[src/rtl/instr_fetch.sv]
// Instruction fetch unit: drives a combinational program ROM and buffers {pc, instr}
// pairs in a small FIFO for decode. Optional macro INSTR_FETCH_MISALIGN_TRAP_EN adds a FAULT state for misaligned redirects.
module instr_fetch #(
  parameter logic [31:0] RESET_PC = 32'h0000_0000,
  parameter int          DEPTH    = 2
) (
  input  logic        clk,
  input  logic        rst,
  output logic [31:0] rom_addr,
  input  logic [31:0] rom_data,
  input  logic        redirect_valid,
  input  logic [31:0] redirect_pc,
  output logic        if_valid,
  input  logic        if_ready,
  output logic [31:0] if_instr,
  output logic [31:0] if_pc,
  output logic        fetch_fault
);

  localparam int PTR_W = (DEPTH > 1) ? $clog2(DEPTH) : 1;
  localparam int CNT_W = $clog2(DEPTH + 1);
  localparam logic [CNT_W-1:0] FULL = CNT_W'(DEPTH);
  localparam logic [PTR_W-1:0] LAST = PTR_W'(DEPTH - 1);

  typedef enum logic {RUN, FAULT} state_t;

  state_t             state, state_nxt;
  logic [31:0]        fetch_pc;
  logic [CNT_W-1:0]   count;
  logic [PTR_W-1:0]   head, tail;
  logic [31:0]        pc_mem    [DEPTH];
  logic [31:0]        instr_mem [DEPTH];
  logic               fetch_en;
  logic               transfer;
  logic               push;
  logic [31:0]        redirect_target;

  assign rom_addr = fetch_pc;
  assign if_valid = (count != '0);
  assign if_pc    = pc_mem[head];
  assign if_instr = instr_mem[head];
  assign transfer = if_valid & if_ready;
  // A full buffer can still accept a word when the head leaves on the same edge.
  assign push     = fetch_en & ~redirect_valid & ((count != FULL) | transfer);

`ifdef INSTR_FETCH_MISALIGN_TRAP_EN
  logic misaligned;
  assign misaligned      = (redirect_pc[1:0] != 2'b00);
  assign redirect_target = redirect_pc;
`else
  // Low address bits are forced to word alignment.
  assign redirect_target = {redirect_pc[31:2], redirect_pc[1:0] & 2'b00};
`endif

  always_ff @(posedge clk or posedge rst) begin
    // NOTE: sequential state uses non-blocking assignments so every register samples pre-edge values.
    if (rst) state <= RUN;
    else     state <= state_nxt;
  end

  always_comb begin
    // NOTE: default assignment first so no path leaves state_nxt unassigned (no latch).
    state_nxt = state;
`ifdef INSTR_FETCH_MISALIGN_TRAP_EN
    if (redirect_valid) state_nxt = misaligned ? FAULT : RUN;
`endif
  end

  always_comb begin
    fetch_en = (state == RUN);
`ifdef INSTR_FETCH_MISALIGN_TRAP_EN
    fetch_fault = (state == FAULT);
`else
    fetch_fault = 1'b0;
`endif
  end

  always_ff @(posedge clk or posedge rst) begin
    if (rst) begin
      fetch_pc <= RESET_PC;
      count    <= '0;
      head     <= '0;
      tail     <= '0;
    end else if (redirect_valid) begin
      // Flush; any concurrent transfer has already been seen by decode this edge.
      fetch_pc <= redirect_target;
      count    <= '0;
      head     <= '0;
      tail     <= '0;
    end else begin
      if (push) begin
        fetch_pc <= fetch_pc + 32'd4;
        tail     <= (tail == LAST) ? '0 : tail + 1'b1;
      end
      if (transfer) head <= (head == LAST) ? '0 : head + 1'b1;
      count <= count + CNT_W'(push) - CNT_W'(transfer);
    end
  end

  // NOTE: buffer storage has no reset; count gates visibility of every entry.
  always_ff @(posedge clk) begin
    if (push) begin
      pc_mem[tail]    <= fetch_pc;
      instr_mem[tail] <= rom_data;
    end
  end

endmodule

[config.mk]
export PLATFORM = sky130hd
export DESIGN_NAME = instr_fetch
export DESIGN_NICKNAME = d
export VERILOG_FILES = /design/src/rtl/instr_fetch.sv
export SDC_FILE = /design/constraint.sdc
export NUM_CORES = 1
export LEC_CHECK = 0
export BUFFER_PORTS_ARGS = -buffer_cell sky130_fd_sc_hd__buf_2
export CAP_MARGIN = 10
export CORE_ASPECT_RATIO = 1.25
export CORE_UTILIZATION = 57
export DETAILED_ROUTE_END_ITERATION = 10
export PLACE_DENSITY_LB_ADDON = 0.25
export SYNTH_ARGS = -nofsm -noshare
export SYNTH_HDL_FRONTEND = slang
export SYNTH_SLANG_ARGS = --single-unit
[constraint.sdc]
create_clock -name clk -period 8.8 [get_ports clk]
set_input_delay 0.88 -clock clk [delete_from_list [all_inputs] [get_ports clk]]
set_output_delay 0.88 -clock clk [all_outputs]
set_load 0.01 [all_outputs]
Word-level counts from Yosys, hierarchy flattened:

Memories as Yosys holds them, arrays and structs flattened.
Index checks and enable logic that the tools add are counted.

* register bits after elaboration: 36
* RAM bits: 128
* input port bits: 68
* output and inout bits: 98
* word-level logic and storage cells: 30
* memories kept: 2

Memory list
* instr_mem: words 2, bits a word 32, read ports 1, clocked after Yosys merged registers in 0, write ports 1, line 32 `logic [31:0] instr_mem [DEPTH];`
* pc_mem: words 2, bits a word 32, read ports 1, clocked after Yosys merged registers in 0, write ports 1, line 31 `logic [31:0] pc_mem [DEPTH];`

* add/sub/neg operators: 5
* eq/ne operators: 1
* muxes and demuxes: 11
* bitwise gates (word level): 4
* reduce and logical (&&, ||, !) cells: 3

Operators by type and width (count)
* 32-bit two-way mux: 2
* 32-bit by 3-bit adder with 32-bit output, second input constant: 1
* 1-bit two-way mux: 8
* 2-bit nonzero test: 3
* 1-bit adder, second input constant: 2
* 2-bit by 1-bit adder with 2-bit output: 1
* 1-bit bitwise AND: 2
* 2-bit two-way mux: 1
* 2-bit inequality test, second input constant: 1
* 2-bit by 1-bit subtractor with 2-bit output: 1
* 1-bit inverter: 1
* 1-bit bitwise OR: 1

Logic depth before layout (Yosys ltp):

Gate-level depths: netlist of run 1.

* depth in word-level cells: 7
* depth in mapped cells: 8
* mapped depth without buffers: 7

Worst setup path before layout of run 1:

Ideal clock, no wire load.

* path kind: input-to-reg
* start point: in redirect_valid
* end point: mem instr_mem[0][0], enable pin
* library setup time: 0.482 ns
* arrival: 3.978 ns
* required time: 8.318 ns
* slack: 4.340 ns
* stages on the path: 3
* path buffers: 1
* cell sequence: clkbuf_1 > or2_2 > nor2_1

* longest elaborated chain between the ends: 4

Ends and longest elaborated chain
* start: declaration: line 11 `input logic redirect_valid,`
* 1-bit inverter: line 44 `assign push = fetch_en & ~redirect_valid & ((count != FULL) | transfer);`
* 1-bit bitwise AND: line 44
* 1-bit two-way mux: line 102 `if (push) begin`
* 1-bit two-way mux (implied by the code): line 104 `instr_mem[tail] <= rom_data;`
* end: declaration: line 32

No other way between the ends.

Final worst setup path of run 1:

* start point: reg head
* end point: out if_instr[22]

* longest elaborated chain between the ends: 1

Ends and longest elaborated chain
* start: declaration: line 30 `logic [PTR_W-1:0] head, tail;`
* start signal: assignment: line 95 `if (transfer) head <= (head == LAST) ? '0 : head + 1'b1;`
* memory read 2 x 32 bit
* end: declaration: line 15 `output logic [31:0] if_instr,`

No other way between the ends.

==> run summary, run 1 <==
The count of placed standard cells in the final layout, fillers left out came out at 719. In this run, distinct cell masters in the synthesized netlist total 33. The number of nets with antenna violations after routing came out at 0. The type of element launching the critical path is a register. The share of the core filled with cells came out at 0.737.

The CTS H-tree depth is 4. In this run the post-CTS setup repair buffer count came out at 0. The total half-perimeter wirelength after legalization and detailed placement came out at 8360 um. The flow ran to the end, and the final reports show no timing, DRC or antenna violations.

The number of search-and-repair iterations in the first detailed-routing pass came out at 4. The CTS tree is yes. In this run the most critical hold path is launched from rom_addr[31].

The routed design could run at a clock period as short as 3.18 ns. For the pin with the worst max-slew slack, the measured transition is 0.983 ns. The number of gates resized after CTS was 0. The region available for standard cell placement spans 10800 um2. The share of the Yosys chip area taken by registers is 0.713. The critical path data arrival time is 2.30 ns.

The remaining global-route overflow came out at 0. The type of the most critical hold path is reg2reg. The combined area of all synthesized cells is 6420 um2. The initial antenna violation count was 0.

For this run, the top clock speed supported by timing is 315 MHz. The post-synthesis register bit count is 158. The total number of vias came out at 3953. Synthesis produced a netlist whose cell count is 409. Setup repair after global routing left no endpoint under its margin. The total routed wirelength is 12600 um.

The share of final-layout standard cells stronger than drive strength 1 is 0.455. Max-cap violations in this run came to 0. The number of cells on the worst reg-to-reg path is 4. For the worst setup path, the data required time is 7.92 ns. The power per cell area came out at 270 nW/um2. The number of buffers added to fix hold violations after cts is 0. The critical-path maximum fanout came out at 38. By startpoint and endpoint, the worst setup path is classified as reg2out. The setup check on the worst reg-to-reg path leaves a slack of 6.15 ns. The die outline height came out at 121 um. The clock sink count is 158. The final antenna diode count is 0. For this run, the post-layout net count is 645. The worst setup path is captured at a primary output. The final weighted congestion in routability-driven placement came out at 0.818. The total number of yosys warnings came out at 0. The via count of the first global-routing pass was 3974. Dividing the detail-routed via count by the number of cells gives 5.50.

Setup violations remaining at the end of the flow were counted as 0. The leakage power summed over all cells came out at 3.12 nW. The clock transition at the register clock pins on the worst setup and hold paths after CTS came out at 0.06 ns. Across every metal layer, demand over resource in global routing totals 0.227. In this run the tool buffered the top-level ports with 158 buffer cells. In the final timing run, aggregate negative setup slack is 0 ns.

The clock arrives with 0.00923 ns of skew. The mean cell area of the mapped netlist came out at 15.7 um2. The tree is rooted in a sky130_fd_sc_hd__clkbuf_16. The worst-case headroom to the max-slew limit is 0.345. The hold violation count in the final report was 0.

At the later pin of the worst-skew pair, clock insertion delay measures 0.41 ns. The full die area is 11700 um2. The final worst hold slack is 0.543 ns.

The first global-routing pass estimated 20000 um of wire. In this run the critical register-to-register path is captured at instr_mem[1][6]. After the first detailed-routing iteration, the DRC count stood at 162. The startpoint identified for the worst register-to-register timing path is count[1]. Entering global routing, the biggest net connects 64 pins. 166 I/O pins were placed. The wire length per cell came out at 17.5 um.

The worst hold path passes through 0 cells. The maximum clock path buffer count came out at 2. The starting density of the core is 0.596. The final-report max-slew violation count is 0. The area added between synthesis and finish is 23.7%.

In the finished design, the share of the clock period the worst path needs comes to 0.361. The number of placed instances, taps included, is 687. VDD sags by at most 168 uV. The remaining design rule violation count came out at 0. The hold-critical path endpoint is pc_mem[1][31]. The placement row count came out at 42. The chip width is 96.9 um. In this run, CTS created clock tree buffers numbering 17.
==> cells in the final DEF (no fill, tap or decap), drive strengths merged, types with 2 or more instances in the layout <==
cell type / count
xor2: 24
xnor2: 9
edfxtp: 124
nor2: 12
nand3: 10
nor3: 3
mux2: 64
nand4: 18
bufinv: 2
and3: 3
clkbuf: 23
ha: 3
nor4: 4
clkinv: 4
nand2: 39
clkinvlp: 2
o21ai: 28
inv: 5
conb: 5
or2: 2
buf: 162
dfrtp: 34
==> worst max path at each step <==
stage | from | end
2_1_floorplan | redirect_valid | instr_mem[0][0]
3_3_place_gp | redirect_valid | pc_mem[1][21]
3_5_place_dp | redirect_valid | pc_mem[1][23]
4_1_cts | head | if_pc[31]
5_1_grt | head | if_pc[31]
6_report | head | if_instr[22]
==> synthesized netlist by cell type <==
cell type / count / area (um2)
sky130_fd_sc_hd__mux2i_1: 1 / 10.0
sky130_fd_sc_hd__buf_6: 1 / 11.3
sky130_fd_sc_hd__or2_2: 2 / 12.5
sky130_fd_sc_hd__buf_4: 5 / 37.5
sky130_fd_sc_hd__and2_1: 1 / 6.26
sky130_fd_sc_hd__xnor2_1: 9 / 78.8
sky130_fd_sc_hd__o21ai_1: 10 / 50.1
sky130_fd_sc_hd__inv_1: 4 / 15.0
sky130_fd_sc_hd__nor2_1: 11 / 41.3
sky130_fd_sc_hd__buf_1: 3 / 11.3
sky130_fd_sc_hd__nand4_1: 16 / 100
sky130_fd_sc_hd__buf_2: 1 / 5.00
sky130_fd_sc_hd__nand4_2: 2 / 25.0
sky130_fd_sc_hd__nor2b_1: 1 / 6.26
sky130_fd_sc_hd__clkbuf_1: 10 / 37.5
sky130_fd_sc_hd__nor3b_4: 1 / 18.8
sky130_fd_sc_hd__dfrtp_1: 34 / 851
sky130_fd_sc_hd__and3_1: 3 / 18.8
sky130_fd_sc_hd__nor2_2: 1 / 6.26
sky130_fd_sc_hd__nor4_1: 3 / 18.8
sky130_fd_sc_hd__edfxtp_1: 124 / 3720
sky130_fd_sc_hd__nor3_1: 3 / 15.0
sky130_fd_sc_hd__conb_1: 1 / 3.75
sky130_fd_sc_hd__nand3_1: 10 / 50.1
sky130_fd_sc_hd__ha_1: 3 / 37.5
sky130_fd_sc_hd__and4_1: 1 / 8.76
sky130_fd_sc_hd__nand2_1: 39 / 146
sky130_fd_sc_hd__mux2_2: 64 / 721
sky130_fd_sc_hd__nand2b_1: 1 / 6.26
sky130_fd_sc_hd__o21ai_0: 18 / 90.1
sky130_fd_sc_hd__nor4_4: 1 / 21.3
sky130_fd_sc_hd__nor4b_4: 1 / 23.8
sky130_fd_sc_hd__xor2_1: 24 / 210
==> metrics by stage <==
stage	power, mW	setup slack (ns)	cell area [um2]
finish	2.14	5.62	7940
global route	2.23	5.51	7940
CTS	2.16	5.57	7940
detailed placement	1.43	5.33	7330
global placement	1.42	5.38	7330
floorplan	1.27	4.34	6430
==> sequential cells by signal (all words and copies together), names as in the netlist <==
signal	flops
tail	1
pc_mem	60
count	2
head	1
rom_addr	30
instr_mem	64
==> cell type report <==
| class | count | area, um2 |
|---|---|---|
| Clock buffer | 23 | 499 |
| Fill cell | 718 | 2840 |
| Inverter | 4 | 15.0 |
| Tap cell | 132 | 165 |
| Timing Repair Buffer | 162 | 821 |
| Multi-Input combinational cell | 231 | 1760 |
| Clock inverter | 9 | 105 |
| Sequential cell | 158 | 4580 |
==> critical path, cell delays in order (launching register included) <==
cell and delay [ns]:
sky130_fd_sc_hd__dfrtp_2 0.78, sky130_fd_sc_hd__buf_4 0.53, sky130_fd_sc_hd__mux2_2 0.40, sky130_fd_sc_hd__buf_2 0.14
==> cell families (layout without fill, tap and decap cells) <==
family	Yosys count	after routing	share of synthesized area
AOI/OAI and AO/OA	28	28	0.0218
xor gates and xnor gates	33	33	0.0450
adders and majority gates	3	3	0.00585
buffers and inverters	24	198	0.0183
DFF	158	158	0.713
muxes	65	65	0.114
other	1	5	0.000584
and+or+nand+nor	97	97	0.0819
==> report_power, final <==
group,switching (mW),leakage (nW),internal (mW)
Combinational,0.221,1.25,0.203
Sequential,0.0674,1.58,0.920
Clock,0.275,0.295,0.457
==> metal layers <==
metal	share of wire	GRT usage	wire (um)	vias to the layer above
li1	-	-	-	1841
met1	0.40	0.278	5000	1954
met2	0.53	0.383	6640	141
met3	0.058	0.0595	735	17
met4	0.015	0.0924	193	0
met5	0	0	0	-
(Power assumes the default switching activity.)
==> run 2: changes to the inputs <==
CORE_UTILIZATION = 48   (was 57)
clock period = 2.7 ns   (was 8.8 ns; I/O delays follow)
==> run 2 against run 1 <==
Against the previous run: critical path depth is 3 higher; clock-buffer cell count fell by 5; largest power group unchanged; sequential cell count is the same; first-iteration DRC count grew 6.8%; global-route usage decreased by 2.9 points; cell count grew 5.4%; combinational power grew to 3.5 times the previous value; wire length up 2.8%; critical endpoint is now count[1]; critical path type is now reg2reg; sequential share of layout area shrank 0.48 points; clock skew up 0.00068 ns; power grew to 3.2 times the previous value; non-clock buffer count grew 3.
==> run summary, run 2 (synthesis gave the netlist of run 1 again) <==
Post-CTS timing repair inserted 0 buffers for setup. The worst setup path is of the reg2reg kind. The final worst hold slack came out at 0.0416 ns. The share of final-layout standard cells stronger than drive strength 1 is 0.458. In the final layout, the multi-input gates occupy 1760 um2. The hold violation count in the final report came to 0. The min-delay analysis places its worst path in the category in2reg. The max-capacitance violation count came out at 0.

The number of buffers added by the clock tree synthesis step came out at 17. The sum of negative setup slack came out at 0 ns. The count of placed standard cells in the final layout, fillers left out came out at 758. The full die area is 13800 um2.

The chip width came out at 105 um. After clock tree synthesis, the clock-pin slew on the worst setup and hold paths is 0.06 ns. The CTS H-tree depth is 4.

The leading cell type in the layout, fill and taps excluded is sky130_fd_sc_hd__buf_2. In this run the tightest slew margin relative to its limit is 0.502. The initial antenna violation count is 0.

In this run the critical register-to-register path is launched from count[0]. The peak supply drop came out at 465 uV. The number of placed instances, taps included, is 725. The power per cell area is 862 nW/um2. The total global-route track usage is 0.197. Measured in cells, the most critical reg-to-reg path has a length of 6. In this run the register-to-register setup slack is 0.52 ns. The starting density of the core is 0.498. The wire length per cell is 17.1 um. The flow ran to the end, and the final reports show no timing, DRC or antenna violations. The core region is 12900 um2. STA puts the critical path data arrival time at 2.46 ns. The area added between synthesis and finish is 24.7%. The smallest clock period supported by the final layout is computed as 2.18 ns.

The via count of the first global-routing pass came out at 4051. The number of violations reported at the end of detailed-routing iteration 0 came out at 173. The final-layout fill cell count came out at 1030. The worst path setup slack after routing is 0.518 ns. The clock insertion delay at the later pin of the skew report came out at 0.41 ns.

After detailed routing, the total wire length is 12900 um. The placement row count came out at 46. Data on the critical path is required at its endpoint by 2.98 ns. The number of nets at the end of the flow came out at 648. The number of search-and-repair iterations in the first detailed-routing pass is 4.

The launching instance or port of the critical path is count[0]. At the placement stage, the worst setup path has a slack of 0.517 ns. The total power consumption of the routed design is 6.90 mW. Summed over all cells, the static leakage comes to 3.12 nW. The final antenna diode count is 0. Summed over all nets, the half-perimeter wirelength after detailed placement is 8520 um. 166 I/O pins were placed. The CTS tree is yes.

The remaining global-route overflow came out at 0. The area occupied by registers is 4580 um2. The end point of the critical path is count[1]. The final weighted congestion in routability-driven placement came out at 0.752.

Setup repair after global routing left no endpoint under its margin. Based on the critical path, the design can be clocked at up to 458 MHz. STA classifies the critical path startpoint as a register. The largest clock skew in the final design came out at 0.00990 ns. The library cells used most frequently in the layout, excluding fill and tap cells, are sky130_fd_sc_hd__buf_2, sky130_fd_sc_hd__edfxtp_1, sky130_fd_sc_hd__mux2_2, sky130_fd_sc_hd__nand2_1, sky130_fd_sc_hd__dfrtp_1. The clock sink count is 158. CTS placed an instance of sky130_fd_sc_hd__clkbuf_16 at the clock tree root. The worst register-to-register path ends at count[1]. The remaining design rule violation count is 0. The largest register by flop count is instr_mem. The critical-path maximum fanout is 13. The final-report max-slew violation count came to 0. The number of I/O port buffers came out at 158. The pin count of the biggest net entering global routing came out at 63.

STA classifies the critical path endpoint as a register. The share of the clock period used by the worst path after layout is 0.808. The setup violation total in the final timing report is 0. In this run the deepest clock path goes through 2 buffers. Across all layers, the routed design uses 3889 vias. For the pin with the worst max-slew slack, the measured transition is 0.746 ns. The flip-flop count of the largest register, all copies and words added is 64. Using the TritonRoute via totals, the vias-per-cell ratio works out to 5.13. The global-route wire length before repair is 20800 um. The number of nets with antenna violations after routing is 0. From bottom edge to top edge, the die measures 131 um.
[run 2: how the worst min path moves through the flow]
stage	cells after the start	slack (ns)	endpoint	startpoint
2_1_floorplan	0	0.37	instr_mem[0][0]	rom_data[0]
3_3_place_gp	3	0.39	rom_addr[15]	rst
3_5_place_dp	3	0.40	rom_addr[17]	rst
4_1_cts	1	0.03	instr_mem[0][23]	rom_data[23]
5_1_grt	1	0.03	instr_mem[0][23]	rom_data[23]
6_report	1	0.04	instr_mem[1][17]	rom_data[17]
[run 2: what timing repair did]
item                                   CTS  global route
hold buffers                             1             0
endpoints found under the hold margin   34             0
gates resized for setup                  0             0
[run 2: power by group]
| part | leakage, nW | internal [mW] | switching [mW] |
|---|---|---|---|
| clock | 0.266 | 1.28 | 0.966 |
| sequential | 1.58 | 3.00 | 0.170 |
| combinational | 1.27 | 0.697 | 0.787 |
| total | 3.12 | 4.98 | 1.92 |
[run 2: worst max-delay path, stage by stage (launching register included)]
cell and delay, ns:
sky130_fd_sc_hd__dfrtp_1 0.43, sky130_fd_sc_hd__nor3b_4 0.66, sky130_fd_sc_hd__or2_2 0.31, sky130_fd_sc_hd__ha_1 0.19, sky130_fd_sc_hd__xor2_1 0.24, sky130_fd_sc_hd__xnor2_1 0.16
sky130_fd_sc_hd__nor2_1 0.06
[run 2: cell type report]
class                      count  area share
inverter                       4     0.00188
clock buffer                  18      0.0536
clock inverter                14      0.0167
multi-input combinational    231       0.219
sequential                   158       0.572
timing repair buffer         165       0.110
tap                          168      0.0263
[run 2: per-stage QoR]
step                instance area [um2]  utilization
finish                             8000        0.621
CTS                                8000        0.621
global route                       8000        0.621
floorplan                          6440            -
detailed placement                 7430        0.576
global placement                   7430        0.576
[run 2: layer usage]
metal | wire, um | up-vias | global-route usage
li1 | - | 1851 | -
met3 | 658 | 12 | 0.0521
met2 | 6660 | 131 | 0.341
met5 | 0 | - | 0
met1 | 5450 | 1895 | 0.239
met4 | 159 | 0 | 0.0626
